[src/rtl/mem_arbiter.sv]
// Round-robin arbiter sharing one fixed-latency memory between the fetch and data ports.
// Each access runs grant -> MEM_LAT cycles of mem_en -> one-cycle done pulse.
module mem_arbiter #(
    parameter int ADDR_W  = 16,
    parameter int DATA_W  = 16,
    parameter int MEM_LAT = 4
) (
    input  logic              clk,
    input  logic              rst,
    input  logic              if_req,
    input  logic [ADDR_W-1:0] if_addr,
    output logic [DATA_W-1:0] if_rdata,
    output logic              if_done,
    input  logic              d_req,
    input  logic              d_wr,
    input  logic [ADDR_W-1:0] d_addr,
    input  logic [DATA_W-1:0] d_wdata,
    output logic [DATA_W-1:0] d_rdata,
    output logic              d_done,
    output logic              mem_en,
    output logic              mem_wr,
    output logic [ADDR_W-1:0] mem_addr,
    output logic [DATA_W-1:0] mem_wdata,
    input  logic [DATA_W-1:0] mem_rdata
);

    localparam int CNT_W = (MEM_LAT > 1) ? $clog2(MEM_LAT) : 1;
    localparam logic [CNT_W-1:0] CNT_INIT = CNT_W'(MEM_LAT - 1);

    typedef enum logic [1:0] {S_IDLE, S_ACCESS, S_RESP} state_t;
    typedef enum logic {PORT_IF, PORT_D} port_t;

    state_t            state_q, state_d;
    logic [CNT_W-1:0]  cnt_q, cnt_d;
    port_t             owner_q, owner_d;
    port_t             last_q, last_d;
    logic [ADDR_W-1:0] addr_q, addr_d;
    logic              wr_q, wr_d;
    logic [DATA_W-1:0] wdata_q, wdata_d;
    logic [DATA_W-1:0] if_rdata_q, if_rdata_d;
    logic [DATA_W-1:0] d_rdata_q, d_rdata_d;

    logic  grant;
    port_t winner;

    always_ff @(posedge clk) begin
        if (!rst) begin
            state_q    <= S_IDLE;
            cnt_q      <= '0;
            owner_q    <= PORT_IF;
            last_q     <= PORT_IF;
            addr_q     <= '0;
            wr_q       <= 1'b0;
            wdata_q    <= '0;
            if_rdata_q <= '0;
            d_rdata_q  <= '0;
        end else begin
            state_q    <= state_d;
            cnt_q      <= cnt_d;
            owner_q    <= owner_d;
            last_q     <= last_d;
            addr_q     <= addr_d;
            wr_q       <= wr_d;
            wdata_q    <= wdata_d;
            if_rdata_q <= if_rdata_d;
            d_rdata_q  <= d_rdata_d;
        end
    end

    always_comb begin
        // On a tie the port that did not win last time gets the memory.
        grant  = 1'b0;
        winner = PORT_IF;
        if (d_req && if_req) begin
            grant  = 1'b1;
            winner = (last_q == PORT_IF) ? PORT_D : PORT_IF;
        end else if (d_req) begin
            grant  = 1'b1;
            winner = PORT_D;
        end else if (if_req) begin
            grant  = 1'b1;
            winner = PORT_IF;
        end
    end

    always_comb begin
        state_d    = state_q;
        cnt_d      = cnt_q;
        owner_d    = owner_q;
        last_d     = last_q;
        addr_d     = addr_q;
        wr_d       = wr_q;
        wdata_d    = wdata_q;
        if_rdata_d = if_rdata_q;
        d_rdata_d  = d_rdata_q;

        mem_en    = 1'b0;
        mem_wr    = 1'b0;
        mem_addr  = '0;
        mem_wdata = '0;
        if_done   = 1'b0;
        d_done    = 1'b0;

        case (state_q)
            S_IDLE: begin
                if (grant) begin
                    state_d = S_ACCESS;
                    owner_d = winner;
                    last_d  = winner;
                    cnt_d   = CNT_INIT;
                    if (winner == PORT_D) begin
                        addr_d  = d_addr;
                        wr_d    = d_wr;
                        wdata_d = d_wdata;
                    end else begin
                        addr_d  = if_addr;
                        wr_d    = 1'b0;
                        wdata_d = '0;
                    end
                end
            end
            S_ACCESS: begin
                mem_en    = 1'b1;
                mem_wr    = (owner_q == PORT_D) && wr_q;
                mem_addr  = addr_q;
                mem_wdata = wdata_q;
                if (cnt_q == '0) begin
                    state_d = S_RESP;
                    if (owner_q == PORT_D) begin
                        if (!wr_q) begin
                            d_rdata_d = mem_rdata;
                        end
                    end else begin
                        if_rdata_d = mem_rdata;
                    end
                end else begin
                    cnt_d = cnt_q - CNT_W'(1);
                end
            end
            S_RESP: begin
                if_done = (owner_q == PORT_IF);
                d_done  = (owner_q == PORT_D);
                state_d = S_IDLE;
            end
            default: begin
                state_d = S_IDLE;
            end
        endcase
    end

    assign if_rdata = if_rdata_q;
    assign d_rdata  = d_rdata_q;

endmodule

[config.mk]
export PLATFORM = sky130hd
export DESIGN_NAME = mem_arbiter
export DESIGN_NICKNAME = d
export VERILOG_FILES = /design/src/rtl/mem_arbiter.sv
export SDC_FILE = /design/constraint.sdc
export NUM_CORES = 1
export LEC_CHECK = 0
export BUFFER_PORTS_ARGS = -buffer_cell sky130_fd_sc_hd__buf_2
export CORE_ASPECT_RATIO = 1.1
export CORE_MARGIN = 10
export CORE_UTILIZATION = 38
export CTS_CLUSTER_DIAMETER = 60
export CTS_CLUSTER_SIZE = 28
export DETAILED_ROUTE_END_ITERATION = 6
export PLACE_DENSITY = 0.7
export SYNTH_ARGS = -nofsm -noshare
export SYNTH_HDL_FRONTEND = slang
export SYNTH_SLANG_ARGS = --single-unit
[constraint.sdc]
create_clock -name clk -period 1.26 [get_ports clk]
set_input_delay 0.252 -clock clk [delete_from_list [all_inputs] [get_ports clk]]
set_output_delay 0.252 -clock clk [all_outputs]
set_load 0.05 [all_outputs]
==> run_summary.xml <==
<?xml version="1.0" encoding="UTF-8"?>
<metrics>
  <group name="global_routing">
    <metric name="maximum_number_of_pins_on_one_net_before_global_route_repair" unit="">50</metric>
    <metric name="overflow" unit="">0</metric>
    <metric name="grt_first_pass_wirelength" unit="um">16800</metric>
    <metric name="grt_antenna_before_repair" unit="">0</metric>
    <metric name="grt_usage" unit="%">17.0</metric>
    <metric name="grt_pass1_vias" unit="">3412</metric>
  </group>
  <group name="logic_synthesis">
    <metric name="synth_cells" unit="">357</metric>
    <metric name="synth.yosys.warnings" unit="">0</metric>
    <metric name="largest_family_of_logic_cells_by_synthesized_area" unit="">simple AND/OR/NAND/NOR gates</metric>
    <metric name="ys_ff_latch" unit="">70</metric>
    <metric name="synth.mux.area_fraction" unit="%">5.32</metric>
    <metric name="synth-xor-area-share" unit="%">0</metric>
    <metric name="synth_compound_area_share" unit="%">17.7</metric>
    <metric name="post_synth_net_total" unit="">427</metric>
    <metric name="post_synth_fa_ha_maj_area_fraction" unit="%">0.416</metric>
    <metric name="yosys_most_used_dff" unit="">sky130_fd_sc_hd__dfxtp_1</metric>
    <metric name="mapped_cell_area" unit="mm2">0.00301</metric>
    <metric name="synthesis.area_per_instance" unit="um2">8.43</metric>
    <metric name="synth_edf_count" unit="">0</metric>
    <metric name="synth-simple-area-share" unit="%">24.1</metric>
    <metric name="synth.lib_cells_used.distinct" unit="">33</metric>
    <metric name="seq_area_frac_synth" unit="%">46.6</metric>
    <metric name="ys_async_sr_fraction" unit="%">0</metric>
  </group>
  <group name="routing">
    <metric name="avgViaCountPerCell" unit="">5.14</metric>
    <metric name="wl_per_cell" unit="um">17.2</metric>
    <metric name="drc_violation_count_after_routing" unit="">0</metric>
    <metric name="routed_wirelength" unit="um">10800</metric>
    <metric name="routed-via-count" unit="">3211</metric>
    <metric name="detail_route.first_pass.iterations" unit="">4</metric>
    <metric name="drtIter0Drc" unit="">133</metric>
    <metric name="postRouteAntennaNets" unit="">0</metric>
  </group>
  <group name="outcome">
    <metric name="violated_checks" unit="">negative setup slack</metric>
    <metric name="outcome" unit="">complete, but fails checks</metric>
  </group>
  <group name="final_layout">
    <metric name="num-nets-final" unit="">586</metric>
    <metric name="num_antenna_cells" unit="">0</metric>
    <metric name="mostFrequentLayoutCells" unit="">sky130_fd_sc_hd__buf_2, sky130_fd_sc_hd__dfxtp_1, sky130_fd_sc_hd__nand2_1</metric>
    <metric name="layoutNonFillerInstCount" unit="">625</metric>
    <metric name="mostFrequentLayoutCell" unit="">sky130_fd_sc_hd__buf_2</metric>
    <metric name="drive_gt1_share" unit="%">52.5</metric>
    <metric name="area.growth.synth_to_final" unit="%">69.2</metric>
    <metric name="postLayoutCellArea" unit="mm2">0.00509</metric>
  </group>
  <group name="clock_tree">
    <metric name="cts_tree" unit="">yes</metric>
    <metric name="cts.root.buffer_cell" unit="">sky130_fd_sc_hd__clkbuf_8</metric>
    <metric name="clk-insertion-delay-late" unit="ps">340</metric>
    <metric name="postCtsHoldBufs" unit="">0</metric>
    <metric name="cts-buffers-inserted" unit="">9</metric>
    <metric name="cts.sink_count" unit="">70</metric>
    <metric name="clock_tree.buffer_depth" unit="">2</metric>
    <metric name="cts_htree_levels" unit="">3</metric>
    <metric name="cts.reportedPaths.clkPinSlew" unit="ps">80</metric>
  </group>
  <group name="sta">
    <metric name="final.min_clock_period" unit="ps">1660</metric>
    <metric name="finalHoldViolCount" unit="">0</metric>
    <metric name="transition_time_at_the_pin_with_the_least_slew_margin" unit="ps">271</metric>
    <metric name="fin_crit_sh" unit="%">132</metric>
    <metric name="hold-worst-slack" unit="ps">163</metric>
    <metric name="final.setup_skew" unit="ps">12.6</metric>
    <metric name="fmax" unit="MHz">603</metric>
    <metric name="setup_viol" unit="">80</metric>
    <metric name="final_critical_path_setup_slack" unit="ps">-398</metric>
    <metric name="rsz0062_at_grt" unit="">true</metric>
    <metric name="worst_slew_slack_as_a_fraction_of_its_limit" unit="%">82.1</metric>
    <metric name="finalMaxSlewViolations" unit="">0</metric>
  </group>
  <group name="floorplanning">
    <metric name="chipHeight" unit="um">113</metric>
    <metric name="dieWidth" unit="um">105</metric>
    <metric name="start_util" unit="%">39.6</metric>
    <metric name="num_io_pins" unit="">137</metric>
    <metric name="core-area" unit="mm2">0.00760</metric>
    <metric name="std_cell_rows" unit="">33</metric>
    <metric name="dieArea" unit="mm2">0.0119</metric>
  </group>
  <group name="power_and_ir_drop">
    <metric name="clock_power_share" unit="%">27.4</metric>
    <metric name="cell_internal_pwr" unit="W">0.00443</metric>
    <metric name="power.net_switching" unit="W">0.00207</metric>
    <metric name="net_switching_share_of_the_total_power" unit="%">31.9</metric>
    <metric name="vdd.ir_drop.worst" unit="mV">0.717</metric>
    <metric name="fraction_of_power_consumed_by_combinational_cells" unit="%">33.8</metric>
    <metric name="power_density_over_cell_area" unit="mW/mm2">1280</metric>
    <metric name="seqPwrFrac" unit="%">38.8</metric>
    <metric name="total_leakage_power" unit="nW">2.24</metric>
  </group>
  <group name="place">
    <metric name="hpwl" unit="um">6820</metric>
    <metric name="placement.io_buffers" unit="">136</metric>
    <metric name="finalWeightedCongestion" unit="">0.767</metric>
    <metric name="postPlaceCellArea" unit="mm2">0.00408</metric>
    <metric name="dp_cells" unit="">595</metric>
  </group>
  <group name="run">
    <metric name="maxCapViolations" unit="">0</metric>
  </group>
  <group name="worst_hold_path">
    <metric name="worst_hold_path_type" unit="">input pin to register</metric>
  </group>
  <group name="worst_setup_path">
    <metric name="worst_ep_required_time" unit="ps">1010</metric>
    <metric name="startpoint_types" unit="">register</metric>
    <metric name="worstPathArrival" unit="ps">1410</metric>
    <metric name="path_max_fanout" unit="">11</metric>
    <metric name="path_class" unit="">register to primary output</metric>
    <metric name="cp-end-kind" unit="">primary output</metric>
  </group>
</metrics>
## final timing paths
| path | from | endpoint | slack, ps | cells after the start |
|---|---|---|---|---|
| max | state_q[0] | mem_addr[2] | -400 | 5 |
| min | d_wdata[9] | wdata_q[9] | 160 | 3 |
| max reg2reg | state_q[0] | addr_q[11] | -130 | 6 |
| min reg2reg | if_rdata[10] | if_rdata[10] | 460 | 2 |
## kinds of logic (layout without fill, tap and decap cells)
logic type | Yosys count | after routing
AOI/OAI and AO/OA | 90 | 90
adders and majority gates | 1 | 1
buffers and inverters | 35 | 198
DFF | 70 | 70
muxes | 16 | 16
and+or+nand+nor | 145 | 145
## worst max-delay path: stages (launching register included)
cell and delay [ps]:
sky130_fd_sc_hd__dfxtp_4 340, sky130_fd_sc_hd__nor2b_4 160, sky130_fd_sc_hd__buf_12 130, sky130_fd_sc_hd__buf_12 130, sky130_fd_sc_hd__and2_4 160, sky130_fd_sc_hd__buf_8 140
## power groups by stage
stage,Clock (W),Combinational (W),Sequential [W]
2_1_floorplan,0,0.000935,0.00269
3_3_place_gp,0,0.00157,0.00255
3_5_place_dp,0,0.00160,0.00255
4_1_cts,0.00182,0.00207,0.00251
5_1_grt,0.00193,0.00234,0.00255
6_report,0.00178,0.00220,0.00253
## metrics by stage
step / worst slack (ps) / utilization [%] / power [W] / setup TNS (ps)
CTS: -402 / 64.8 / 0.00641 / -18670
detailed placement: -127 / 53.7 / 0.00415 / -6880
global route: -470 / 67.0 / 0.00681 / -21760
global placement: -86.9 / 53.7 / 0.00412 / -4480
floorplan: -121 / - / 0.00362 / -796
finish: -398 / 67.0 / 0.00651 / -16440
## state kept, by name (all words and copies together), names as in the netlist
register and flops:
wdata_q 16, cnt_q 2, state_q 2, last_q 1, d_rdata 16, wr_q 1, addr_q 16, if_rdata 16
## routing by layer
metal / vias up / routed length [um] / global-route usage [%] / part of all wire [%]
met5: - / 0 / 0 / 0
li1: 1555 / - / - / -
met1: 1510 / 4240 / 18.6 / 39
met3: 13 / 895 / 7.60 / 8.3
met2: 133 / 5480 / 28.8 / 51
met4: 0 / 165 / 5.77 / 1.5
## area by class of cell
cell class | count | area, um2
Clock buffer | 14 | 163
Clock inverter | 1 | 30.0
Fill cell | 635 | 2500
Inverter | 3 | 11.3
Multi-Input combinational cell | 252 | 1720
Sequential cell | 70 | 1410
Tap cell | 105 | 131
Timing Repair Buffer | 180 | 1630
## cell usage after synthesis, drive strengths merged, types with 2 or more instances
cell type | n | area share, %
a21boi | 2 | 0.62
a21oi | 36 | 6.0
a311oi | 16 | 4.7
and2 | 32 | 6.6
and3 | 2 | 0.42
buf | 17 | 3.7
clkbuf | 15 | 1.9
dfxtp | 70 | 47
inv | 3 | 0.37
mux2i | 16 | 5.3
nand2 | 64 | 8.0
nand3 | 33 | 5.5
nor2 | 5 | 0.96
nor3b | 2 | 0.50
o21ai | 33 | 5.5
or2 | 2 | 0.42
## repair_timing
| action | CTS | global route |
|---|---|---|
| endpoints found under the setup margin | 104 | 92 |
| pin swaps | 16 | 17 |
| buffers inserted | 6 | 3 |
| resized for setup | 158 | 49 |
| gates cloned | 6 | 1 |
Power figures use the tool's default switching activity.
